## config.mk

```make
export PLATFORM = sky130hd
export DESIGN_NAME = car_call_register
export DESIGN_NICKNAME = d
export VERILOG_FILES = /design/src/rtl/car_call_register.sv
export SDC_FILE = /design/constraint.sdc
export NUM_CORES = 1
export LEC_CHECK = 0
export CAP_MARGIN = 5
export CELL_PAD_IN_SITES_DETAIL_PLACEMENT = 1
export CELL_PAD_IN_SITES_GLOBAL_PLACEMENT = 1
export CORE_ASPECT_RATIO = 0.6
export CORE_MARGIN = 2
export CORE_UTILIZATION = 49
export CTS_CLUSTER_SIZE = 10
export DETAILED_ROUTE_END_ITERATION = 8
export PLACE_DENSITY_LB_ADDON = 0.05
export SYNTH_ARGS = -nofsm -noshare
export SYNTH_HDL_FRONTEND = slang
export SYNTH_SLANG_ARGS = --single-unit
```

## constraint.sdc

```tcl
create_clock -name clk -period 6 [get_ports clk]
set_input_delay 1.8 -clock clk [delete_from_list [all_inputs] [get_ports clk]]
set_output_delay 1.8 -clock clk [all_outputs]
set_load 0.005 [all_outputs]
```

## src/rtl/car_call_register.sv

```systemverilog
// Car-panel call register: synchronized, debounced floor buttons latch pending
// calls per car; door-open button produces a stretched force_open request.
module car_call_register #(
    parameter int N_FLOORS    = 12,
    parameter int N_LIFTS     = 10,
    parameter int DEB_CYCLES  = 4,
    parameter int HOLD_CYCLES = 8
) (
    input  logic                          clk,
    input  logic                          reset,
    input  logic [N_FLOORS-1:0]           btn_raw      [N_LIFTS-1:0],
    input  logic [N_LIFTS-1:0]            door_btn_raw,
    input  logic [N_FLOORS-1:0]           floor_sense  [N_LIFTS-1:0],
    input  logic [N_LIFTS-1:0]            door_open,
    output logic [N_FLOORS-1:0]           flr_rqst     [N_LIFTS-1:0],
    output logic [N_LIFTS-1:0]            force_open,
    output logic [$clog2(N_FLOORS+1)-1:0] pend_cnt     [N_LIFTS-1:0]
);
    localparam int DW = $clog2(DEB_CYCLES + 1);
    localparam int HW = (HOLD_CYCLES > 0) ? $clog2(HOLD_CYCLES + 1) : 1;
    localparam int CW = $clog2(N_FLOORS + 1);
    localparam logic [DW-1:0] DEB_MAX  = DW'(DEB_CYCLES);
    localparam logic [DW-1:0] DEB_PRE  = DW'(DEB_CYCLES - 1);
    localparam logic [HW-1:0] HOLD_MAX = HW'(HOLD_CYCLES);

    logic [N_FLOORS-1:0] bmeta_q [N_LIFTS-1:0];
    logic [N_FLOORS-1:0] bmeta_d [N_LIFTS-1:0];
    logic [N_FLOORS-1:0] bsync_q [N_LIFTS-1:0];
    logic [N_FLOORS-1:0] bsync_d [N_LIFTS-1:0];
    logic [DW-1:0]       bcnt_q  [N_LIFTS-1:0][N_FLOORS-1:0];
    logic [DW-1:0]       bcnt_d  [N_LIFTS-1:0][N_FLOORS-1:0];
    logic [N_FLOORS-1:0] flr_q   [N_LIFTS-1:0];
    logic [N_FLOORS-1:0] flr_d   [N_LIFTS-1:0];
    logic [CW-1:0]       pend_q  [N_LIFTS-1:0];
    logic [CW-1:0]       pend_d  [N_LIFTS-1:0];
    logic [N_LIFTS-1:0]  dmeta_q, dmeta_d;
    logic [N_LIFTS-1:0]  dsync_q, dsync_d;
    logic [DW-1:0]       dcnt_q  [N_LIFTS-1:0];
    logic [DW-1:0]       dcnt_d  [N_LIFTS-1:0];
    logic [HW-1:0]       hold_q  [N_LIFTS-1:0];
    logic [HW-1:0]       hold_d  [N_LIFTS-1:0];
    logic [N_LIFTS-1:0]  fo_q, fo_d;

    always_comb begin
        bmeta_d = btn_raw;
        bsync_d = bmeta_q;
        dmeta_d = door_btn_raw;
        dsync_d = dmeta_q;
        bcnt_d  = bcnt_q;
        flr_d   = flr_q;
        pend_d  = pend_q;
        dcnt_d  = dcnt_q;
        hold_d  = hold_q;
        fo_d    = fo_q;
        for (int i = 0; i < N_LIFTS; i++) begin
            pend_d[i] = '0;
            for (int f = 0; f < N_FLOORS; f++) begin
                if (!bsync_q[i][f])
                    bcnt_d[i][f] = '0;
                else if (bcnt_q[i][f] != DEB_MAX)
                    bcnt_d[i][f] = bcnt_q[i][f] + DW'(1);
                // Set fires on the edge the counter reaches DEB_MAX; a
                // serving door at this floor wins over a new press.
                flr_d[i][f] = (flr_q[i][f]
                              | (bsync_q[i][f] && (bcnt_q[i][f] == DEB_PRE)))
                              && !(door_open[i] && floor_sense[i][f]);
                pend_d[i] = pend_d[i] + CW'(flr_q[i][f]);
            end
            if (!dsync_q[i])
                dcnt_d[i] = '0;
            else if (dcnt_q[i] != DEB_MAX)
                dcnt_d[i] = dcnt_q[i] + DW'(1);
            if (dcnt_q[i] == DEB_MAX)
                hold_d[i] = HOLD_MAX;
            else if (hold_q[i] != '0)
                hold_d[i] = hold_q[i] - HW'(1);
            else
                hold_d[i] = '0;
            fo_d[i] = (dcnt_d[i] == DEB_MAX) || (hold_d[i] != '0);
        end
    end

    always_ff @(posedge clk or negedge reset) begin
        if (!reset) begin
            bmeta_q <= '{default: '0};
            bsync_q <= '{default: '0};
            bcnt_q  <= '{default: '0};
            flr_q   <= '{default: '0};
            pend_q  <= '{default: '0};
            dmeta_q <= '0;
            dsync_q <= '0;
            dcnt_q  <= '{default: '0};
            hold_q  <= '{default: '0};
            fo_q    <= '0;
        end else begin
            bmeta_q <= bmeta_d;
            bsync_q <= bsync_d;
            bcnt_q  <= bcnt_d;
            flr_q   <= flr_d;
            pend_q  <= pend_d;
            dmeta_q <= dmeta_d;
            dsync_q <= dsync_d;
            dcnt_q  <= dcnt_d;
            hold_q  <= hold_d;
            fo_q    <= fo_d;
        end
    end

    assign flr_rqst   = flr_q;
    assign force_open = fo_q;
    assign pend_cnt   = pend_q;

endmodule

```

==> metrics.csv, run 1 <==
stage,metric,value,unit
critical_path,arrival time at the worst endpoint,1.77,ns
logic_synthesis,Post-Syn Area,0.0389,sq mm
clocking,Inserted Clock Buffers,95,
grt,vias in the first global route,29400,
logic_synthesis,sequential area share after synthesis,0.553,
floorplanning,die width,368,um
floorplanning,chip height,222,um
critical_path,worst-path fanout max,3,
logic_synthesis,top cell type's share of synthesized area,0.553,
critical_path,worst path cell trace,clkdlybuf4s50_1,
layout,area delta synth->final,21.1,%
sta,fin. max-slew vios,0,
logic_synthesis,"top cells by count, synth","860 x dfrtp_1, 606 x inv_1, 430 x ha_1, 266 x a21oi_1, 250 x nand2_1",
hold_path,hold crit path type,register to register,
place,Routability Congestion,0.830,
layout,ratio of cells with drive above 1 in the final layout,0.0314,
drt,WL/cell,18.5,um
critical_path,CP Launch Type,register,
critical_path,r2r setup slk,2.46,ns
hold_path,Hold Path Depth,0,
drt,initial DRC count,988,
critical_path,RR Startpoint,flr_rqst[0],
clocking,CTS sink cnt,860,
drt,DRC,0,
floorplanning,# rows,80,
hold_path,Worst Hold End,bsync_q[63],
logic_synthesis,Synth Flop Type,dfrtp_1,
grt,gr usage total,0.234,
clocking,clock-pin slew of the registers on the worst-case setup and hold paths,0.06,ns
grt,initial antenna violation count,17,
sta,endpoints failing hold,0,
critical_path,crit-path leading delay family,buffers and inverters,
critical_path,Buf/Inv on CP,1,
logic_synthesis,synth warn,0,
sta,setup skew after layout,0.0225,ns
floorplanning,Core Area,0.0791,sq mm
critical_path,Worst R2R End,pend_cnt[2],
grt,largest net degree at the start of global routing,119,
sta,unrepaired setup endpoints after global routing,no,
drt,Antenna Nets Post-Route,0,
place,IO Port Bufs,431,
clocking,cts repair resizes,0,
clocking,post-CTS setup buffer count,0,
logic_synthesis,Yosys reg bits,860,
sta,Setup TNS Final,0,ns
drt,vias,25200,
sta,relative max-transition margin,0.354,
critical_path,"Data required, critical path",4.20,ns
place,Place WS,2.47,ns
drt,post-DR vias/cell,5.08,
drt,Pre-antenna DRT Iters,4,
clocking,clk_lat worst skew,0.67,ns
clocking,CTS tree,yes,
sta,crit path time final,3.57,ns
logic_synthesis,post-synth top area cell,dfrtp_1,
outcome,status,"finished, final reports clean",
power_and_ir_drop,Leak Pwr,22.2,nW
logic_synthesis,Mapped Cells,3357,
logic_synthesis,syn avg cell area,11.6,sq um
floorplanning,I/O pins,432,
logic_synthesis,Post-synth EDFFs,0,
critical_path,CP Capture Type,output port,
drt,Post-Route WL,91700,um
grt,total grt overflow,0,
clocking,clock buffer depth,3,
floorplanning,Initial Util,0.492,
place,post-DP HPWL,68900,um
critical_path,CP max-delay cell,clkdlybuf4s50_1,
sta,Tcrit/Tclk final,0.594,
clocking,hold buffer count at CTS,0,
logic_synthesis,Synth cell types,44,
sta,Worst-Margin Slew,0.969,ns
critical_path,Worst Reg-to-Reg Cells,11,
logic_synthesis,synth top area cells,"dfrtp_1 55%, ha_1 14%, inv_1 5.8%, a21boi_0 4.7%, fa_1 3.6%",
flow_run,Max Cap Viol,0,
logic_synthesis,asr flop ratio synth,1.00,
sta,Final WS setup,2.43,ns
power_and_ir_drop,PD cells,471,mW/mm^2
logic_synthesis,"count leader, synth",dfrtp_1,
clocking,root cell of the clock tree,clkbuf_16,
sta,number of setup violations in the final report,0,
power_and_ir_drop,Max VDD drop,0.234,mV
grt,first-pass GRT wire length,153000,um
clocking,number of H-tree levels,3,
critical_path,Worst Setup Path Type,register to output port,
critical_path,WP depth,1,
layout,FILL cells,8073,
critical_path,max incr delay on CP,0.72,ns
logic_synthesis,syn_nets,4119,
hold_path,Hold Crit Start,bmeta_q[63],
layout,Layout Nets,4640,
floorplanning,DIE AREA,0.0818,sq mm
sta,fmax,0.280,GHz
power by group:
part,switching [W],total (W),internal [W]
Clock,0.00222,0.00507,0.00285
Combinational,0.00437,0.00822,0.00385
Sequential,0.00138,0.00893,0.00754
Total,0.00797,0.0222,0.0142
logic make-up after synthesis:
| group | after synthesis | synth area share |
|---|---|---|
| AOI/OAI and AO/OA | 613 | 0.101 |
| muxes | 10 | 0.00257 |
| adders and majority gates | 500 | 0.174 |
| xor gates and xnor gates | 135 | 0.0304 |
| DFF | 860 | 0.553 |
| buffers and inverters | 631 | 0.0622 |
| and+or+nand+nor | 608 | 0.0769 |
worst max path at each step:
stage                        end  slack (ns)          from
finish              flr_rqst[61]        2.43  flr_rqst[61]
global route         pend_cnt[2]        2.32   flr_rqst[0]
global placement     pend_cnt[2]        2.60   flr_rqst[0]
CTS                 flr_rqst[67]        2.38  flr_rqst[67]
floorplan            pend_cnt[2]        2.68   flr_rqst[0]
detailed placement   pend_cnt[2]        2.47   flr_rqst[0]
metrics by stage:
step                      instance area [sq um]  hold WS [ns]  total power [W]  utilization  std cells
after floorplan                           38900         0.331           0.0139            -       3357
after global placement                    44700         0.332           0.0160        0.565       4847
after detailed placement                  44700         0.336           0.0173        0.565       4847
after CTS                                 47100         0.342           0.0226        0.596       4948
after global routing                      47200         0.348           0.0242        0.596       4957
final                                     47200         0.339           0.0222        0.597       4959
final cells by class:
| class | instances | area (sq um) | share of cell area |
|---|---|---|---|
| diodes | 11 | 27.5 | 0.000584 |
| repair buffers | 449 | 4530 | 0.0960 |
| inverters | 606 | 2270 | 0.0482 |
| clock inverters | 3 | 33.8 | 0.000716 |
| multi-input cells | 1866 | 15000 | 0.318 |
| clock buffers | 98 | 2450 | 0.0520 |
| well taps | 1066 | 1330 | 0.0283 |
| flip-flops and latches | 860 | 21500 | 0.456 |
registers in the layout, indices dropped and copies added (netlist names), 30 cells and up:
name,cells
bcnt_q,360
bmeta_q,120
bsync_q,120
flr_rqst,120
hold_q,40
pend_cnt,40
dcnt_q,30
per-layer routing:
metal,share of wire,vias to the layer above,GRT usage,wire [um]
met5,0.00077,-,0,71
met4,0.026,10,0.0714,2410
met3,0.048,160,0.0558,4430
met2,0.52,343,0.416,47700
met1,0.40,12900,0.281,37100
li1,-,11800,-,-
layout by cell type, fill, tap and decap left out, types with 17 or more instances in the layout:
master	instances
dfrtp_1	860
inv_1	606
ha_1	430
clkdlybuf4s50_1	430
a21oi_1	266
nand2_1	250
a21boi_0	243
and2_1	135
xnor2_1	133
nand3_1	121
clkbuf_16	98
fa_1	70
nand2b_1	24
a21o_1	20
nor2_1	19
nor3_1	17
No activity file was read; power rests on OpenSTA's default activity.
==> run 2, diff against run 1 <==
--- a/config.mk
+++ b/config.mk
@@ -10,7 +10,7 @@
 export CELL_PAD_IN_SITES_GLOBAL_PLACEMENT = 1
 export CORE_ASPECT_RATIO = 0.6
 export CORE_MARGIN = 2
-export CORE_UTILIZATION = 49
+export CORE_UTILIZATION = 46
 export CTS_CLUSTER_SIZE = 10
 export DETAILED_ROUTE_END_ITERATION = 8
 export PLACE_DENSITY_LB_ADDON = 0.05
==> constraint.sdc (replaced) <==
create_clock -name clk -period 3.35 [get_ports clk]
set_input_delay 1.005 -clock clk [delete_from_list [all_inputs] [get_ports clk]]
set_output_delay 1.005 -clock clk [all_outputs]
set_load 0.005 [all_outputs]
==> run 2 against run 1 <==
Effect of this change: the flow now finishes with violations (setup timing); first-iteration DRC count increased by 7.7%; largest power group unchanged; cell area increased by 2.0%; clock-buffer cell count increased by 10; clock skew decreased by 0.0056 ns; worst hold slack got worse by 0.066 ns; sequential share of layout area decreased by 0.89 points; sequential power increased by 78%; critical path depth increased by 11.
==> metrics.csv, run 2 (synthesis gave the netlist of run 1 again) <==
stage,metric,value,unit,change
layout,area delta synth->final,23.5,%,was 21.1%
sta,Setup TNS Final,-0.434,ns,was 0 ns
drt,DRC,0,,unchanged
outcome,failing checks,setup timing,,
sta,unrepaired setup endpoints after global routing,yes,,was no
clocking,root cell of the clock tree,clkbuf_16,,unchanged
critical_path,r2r setup slk,-0.09,ns,was 2.46 ns
sta,Worst-Margin Slew,0.691,ns,was 0.969 ns
sta,fmax,0.290,GHz,
critical_path,worst-path fanout max,2,,was 3
grt,vias in the first global route,29700,,was 29.4k
grt,met2 Track Usage GR,0.408,,was 0.416
power_and_ir_drop,Pint,0.0261,W,was 0.0142 W
grt,global routing usage on met3,0.0402,,was 0.0558
clocking,CTS sink cnt,860,,unchanged
power_and_ir_drop,Max VDD drop,0.409,mV,was 0.234 mV
critical_path,CP Capture Type,register,,was output port
sta,setup skew after layout,0.0169,ns,was 0.0225 ns
drt,Antenna Nets Post-Route,0,,unchanged
power_and_ir_drop,sw frac,0.357,,was 0.359
place,IO Port Bufs,431,,unchanged
drt,Post-Route WL,93200,um,was 91700 um
power_and_ir_drop,PD cells,845,mW/mm^2,was 471 mW/mm^2
sta,relative max-transition margin,0.538,,was 0.354
drt,initial DRC count,1064,,was 988
drt,WL/cell,18.2,um,was 18.5 um
outcome,status,"finished, violations left",,"was finished, final reports clean"
sta,number of setup violations in the final report,10,,was 0
floorplanning,DIE AREA,0.0871,sq mm,was 0.0818 sq mm
power_and_ir_drop,Tot Pwr,0.0406,W,was 0.0222 W
layout,Layout Nets,4716,,was 4640
sta,fin. max-slew vios,0,,unchanged
sta,Final WS setup,-0.0933,ns,was 2.43 ns
layout,Top reg by flops,bcnt_q,,unchanged
floorplanning,chip height,229,um,was 222 um
sta,Tcrit/Tclk final,1.03,,
power_and_ir_drop,net switching power,0.0145,W,was 0.00797 W
layout,ratio of cells with drive above 1 in the final layout,0.0650,,was 0.0314
clocking,clk_lat worst skew,0.67,ns,about the same
critical_path,"Data required, critical path",3.90,ns,was 4.20 ns
layout,"commonest non-fill, non-tap cell in the layout",dfrtp_1,,unchanged
grt,GRT Max-Usage Layer,met2,,unchanged
clocking,clock-pin slew of the registers on the worst-case setup and hold paths,0.06,ns,about the same
critical_path,CP Launch Type,register,,unchanged
power_and_ir_drop,Sequential Power Share,0.392,,was 0.402
hold_path,hold crit path type,input port to async pin,,was register to register
floorplanning,I/O pins,432,,unchanged
layout,most frequent cells in the layout,"860 x dfrtp_1, 569 x inv_1, 430 x clkdlybuf4s50_1",,"was 860 x dfrtp_1, 606 x inv_1, 430 x ha_1, 430 x clkdlybuf4s50_1, 266 x a21oi_1"
place,post-DP HPWL,70900,um,was 68900 um
drt,post-DR vias/cell,4.96,,was 5.08
grt,M1 GR Usage,0.264,,was 0.281
grt,gr usage total,0.222,,was 0.234
clocking,CTS tree,yes,,unchanged
grt,initial antenna violation count,9,,was 17
grt,total grt overflow,0,,unchanged
grt,largest net degree at the start of global routing,89,,was 119
clocking,Inserted Clock Buffers,96,,was 95
power_and_ir_drop,Leak Pwr,22.7,nW,was 22.2 nW
drt,Pre-antenna DRT Iters,5,,was 4
layout,Largest register FFs,360,,unchanged
floorplanning,Core Area,0.0836,sq mm,was 0.0791 sq mm
clocking,number of H-tree levels,3,,unchanged
critical_path,Worst Setup Path Type,register to register,,was register to output port
critical_path,arrival time at the worst endpoint,3.99,ns,was 1.77 ns
floorplanning,# rows,82,,was 80
sta,crit path time final,3.44,ns,
grt,first-pass GRT wire length,155000,um,was 153000 um
drt,vias,25300,,was 25.2k
power_and_ir_drop,Comb pwr share,0.381,,was 0.370
clocking,hold buffer count at CTS,0,,unchanged
power_and_ir_drop,clock share of power,0.227,,was 0.228
clocking,clock buffer depth,3,,unchanged
layout,FILL cells,8581,,was 8073
flow_run,Max Cap Viol,0,,unchanged
floorplanning,die width,380,um,was 368 um
place,Routability Congestion,0.805,,was 0.830
floorplanning,Initial Util,0.466,,was 0.492
sta,endpoints failing hold,0,,unchanged
==> run 2: cell count changes in the layout (fill, tap and decap cells not counted), moves of 2 or more <==
cell,change
buf_12,+9
xnor2_2,+2
xnor2_1,-2
diode_2,-2
inv_1,-37
ha_4,+5
buf_4,+65
inv_2,+37
fa_1,-10
ha_1,-10
clkbuf_1,+8
ha_2,+5
fa_2,+10
==> run 2: power by group through the flow <==
| stage | registers (W) | clock network, W | logic (W) |
|---|---|---|---|
| floorplan | 0.0154 | 0 | 0.00939 |
| global placement | 0.0157 | 0 | 0.0131 |
| detailed placement | 0.0161 | 0 | 0.0149 |
| CTS | 0.0160 | 0.00955 | 0.0154 |
| global route | 0.0164 | 0.0100 | 0.0180 |
| finish | 0.0159 | 0.00923 | 0.0155 |
==> run 2: path summary, 6_finish.rpt <==
| kind | from | to | depth (start not counted) |
|---|---|---|---|
| hold reg to reg | bmeta_q[64] | bsync_q[64] | 0 |
| hold / removal | reset | bcnt_q[317] | 1 |
| max in group asynchronous | reset | bsync_q[46] | 3 |
| setup / recovery | flr_rqst[108] | pend_cnt[38] | 12 |
| setup reg to reg | flr_rqst[108] | pend_cnt[38] | 12 |
| min in group clk | bmeta_q[64] | bsync_q[64] | 0 |
==> run 2: cell type report <==
cell class,instances,area [sq um],share of cell area
Clock buffer,108,2520,0.0524
Antenna cell,9,22.5,0.000468
Clock inverter,3,26.3,0.000546
Inverter,606,2270,0.0473
Timing Repair Buffer,524,5210,0.108
Sequential cell,860,21500,0.447
Tap cell,1134,1420,0.0295
Multi-Input combinational cell,1866,15100,0.314
==> run 2: metal layers <==
layer / routed length [um] / vias to the layer above
li1: - / 12000
met1: 37900 / 12900
met2: 49600 / 299
met3: 3220 / 153
met4: 2540 / 2
met5: 15 / -
==> run 2: worst max-delay path: stages, from the launching register on <==
cell,delay (ns)
dfrtp_1,0.36
inv_2,0.05
fa_1,0.56
inv_2,0.04
fa_1,0.53
inv_2,0.05
fa_1,0.50
fa_1,0.42
inv_1,0.08
ha_2,0.19
inv_2,0.04
fa_1,0.38
xnor2_1,0.15
==> run 2: timing repair <==
action                                  4_1_cts  5_1_grt
pin swaps                                    18       32
gates resized for setup                      27       38
cloned                                        0        0
buffers inserted                             17       11
endpoints found under the setup margin       18       23
==> run 2: through the flow <==
| stage | cells | area (sq um) | util | hold slack (ns) | worst slack, ns |
|---|---|---|---|---|---|
| after floorplan | 3357 | 38900 | - | 0.331 | 0.0315 |
| after global placement | 4962 | 45200 | 0.541 | 0.332 | 0.000738 |
| after detailed placement | 4962 | 45200 | 0.541 | 0.336 | -0.112 |
| after CTS | 5090 | 47900 | 0.573 | 0.257 | -0.0912 |
| after global routing | 5107 | 48100 | 0.575 | 0.283 | -0.196 |
| final | 5110 | 48100 | 0.575 | 0.272 | -0.0933 |
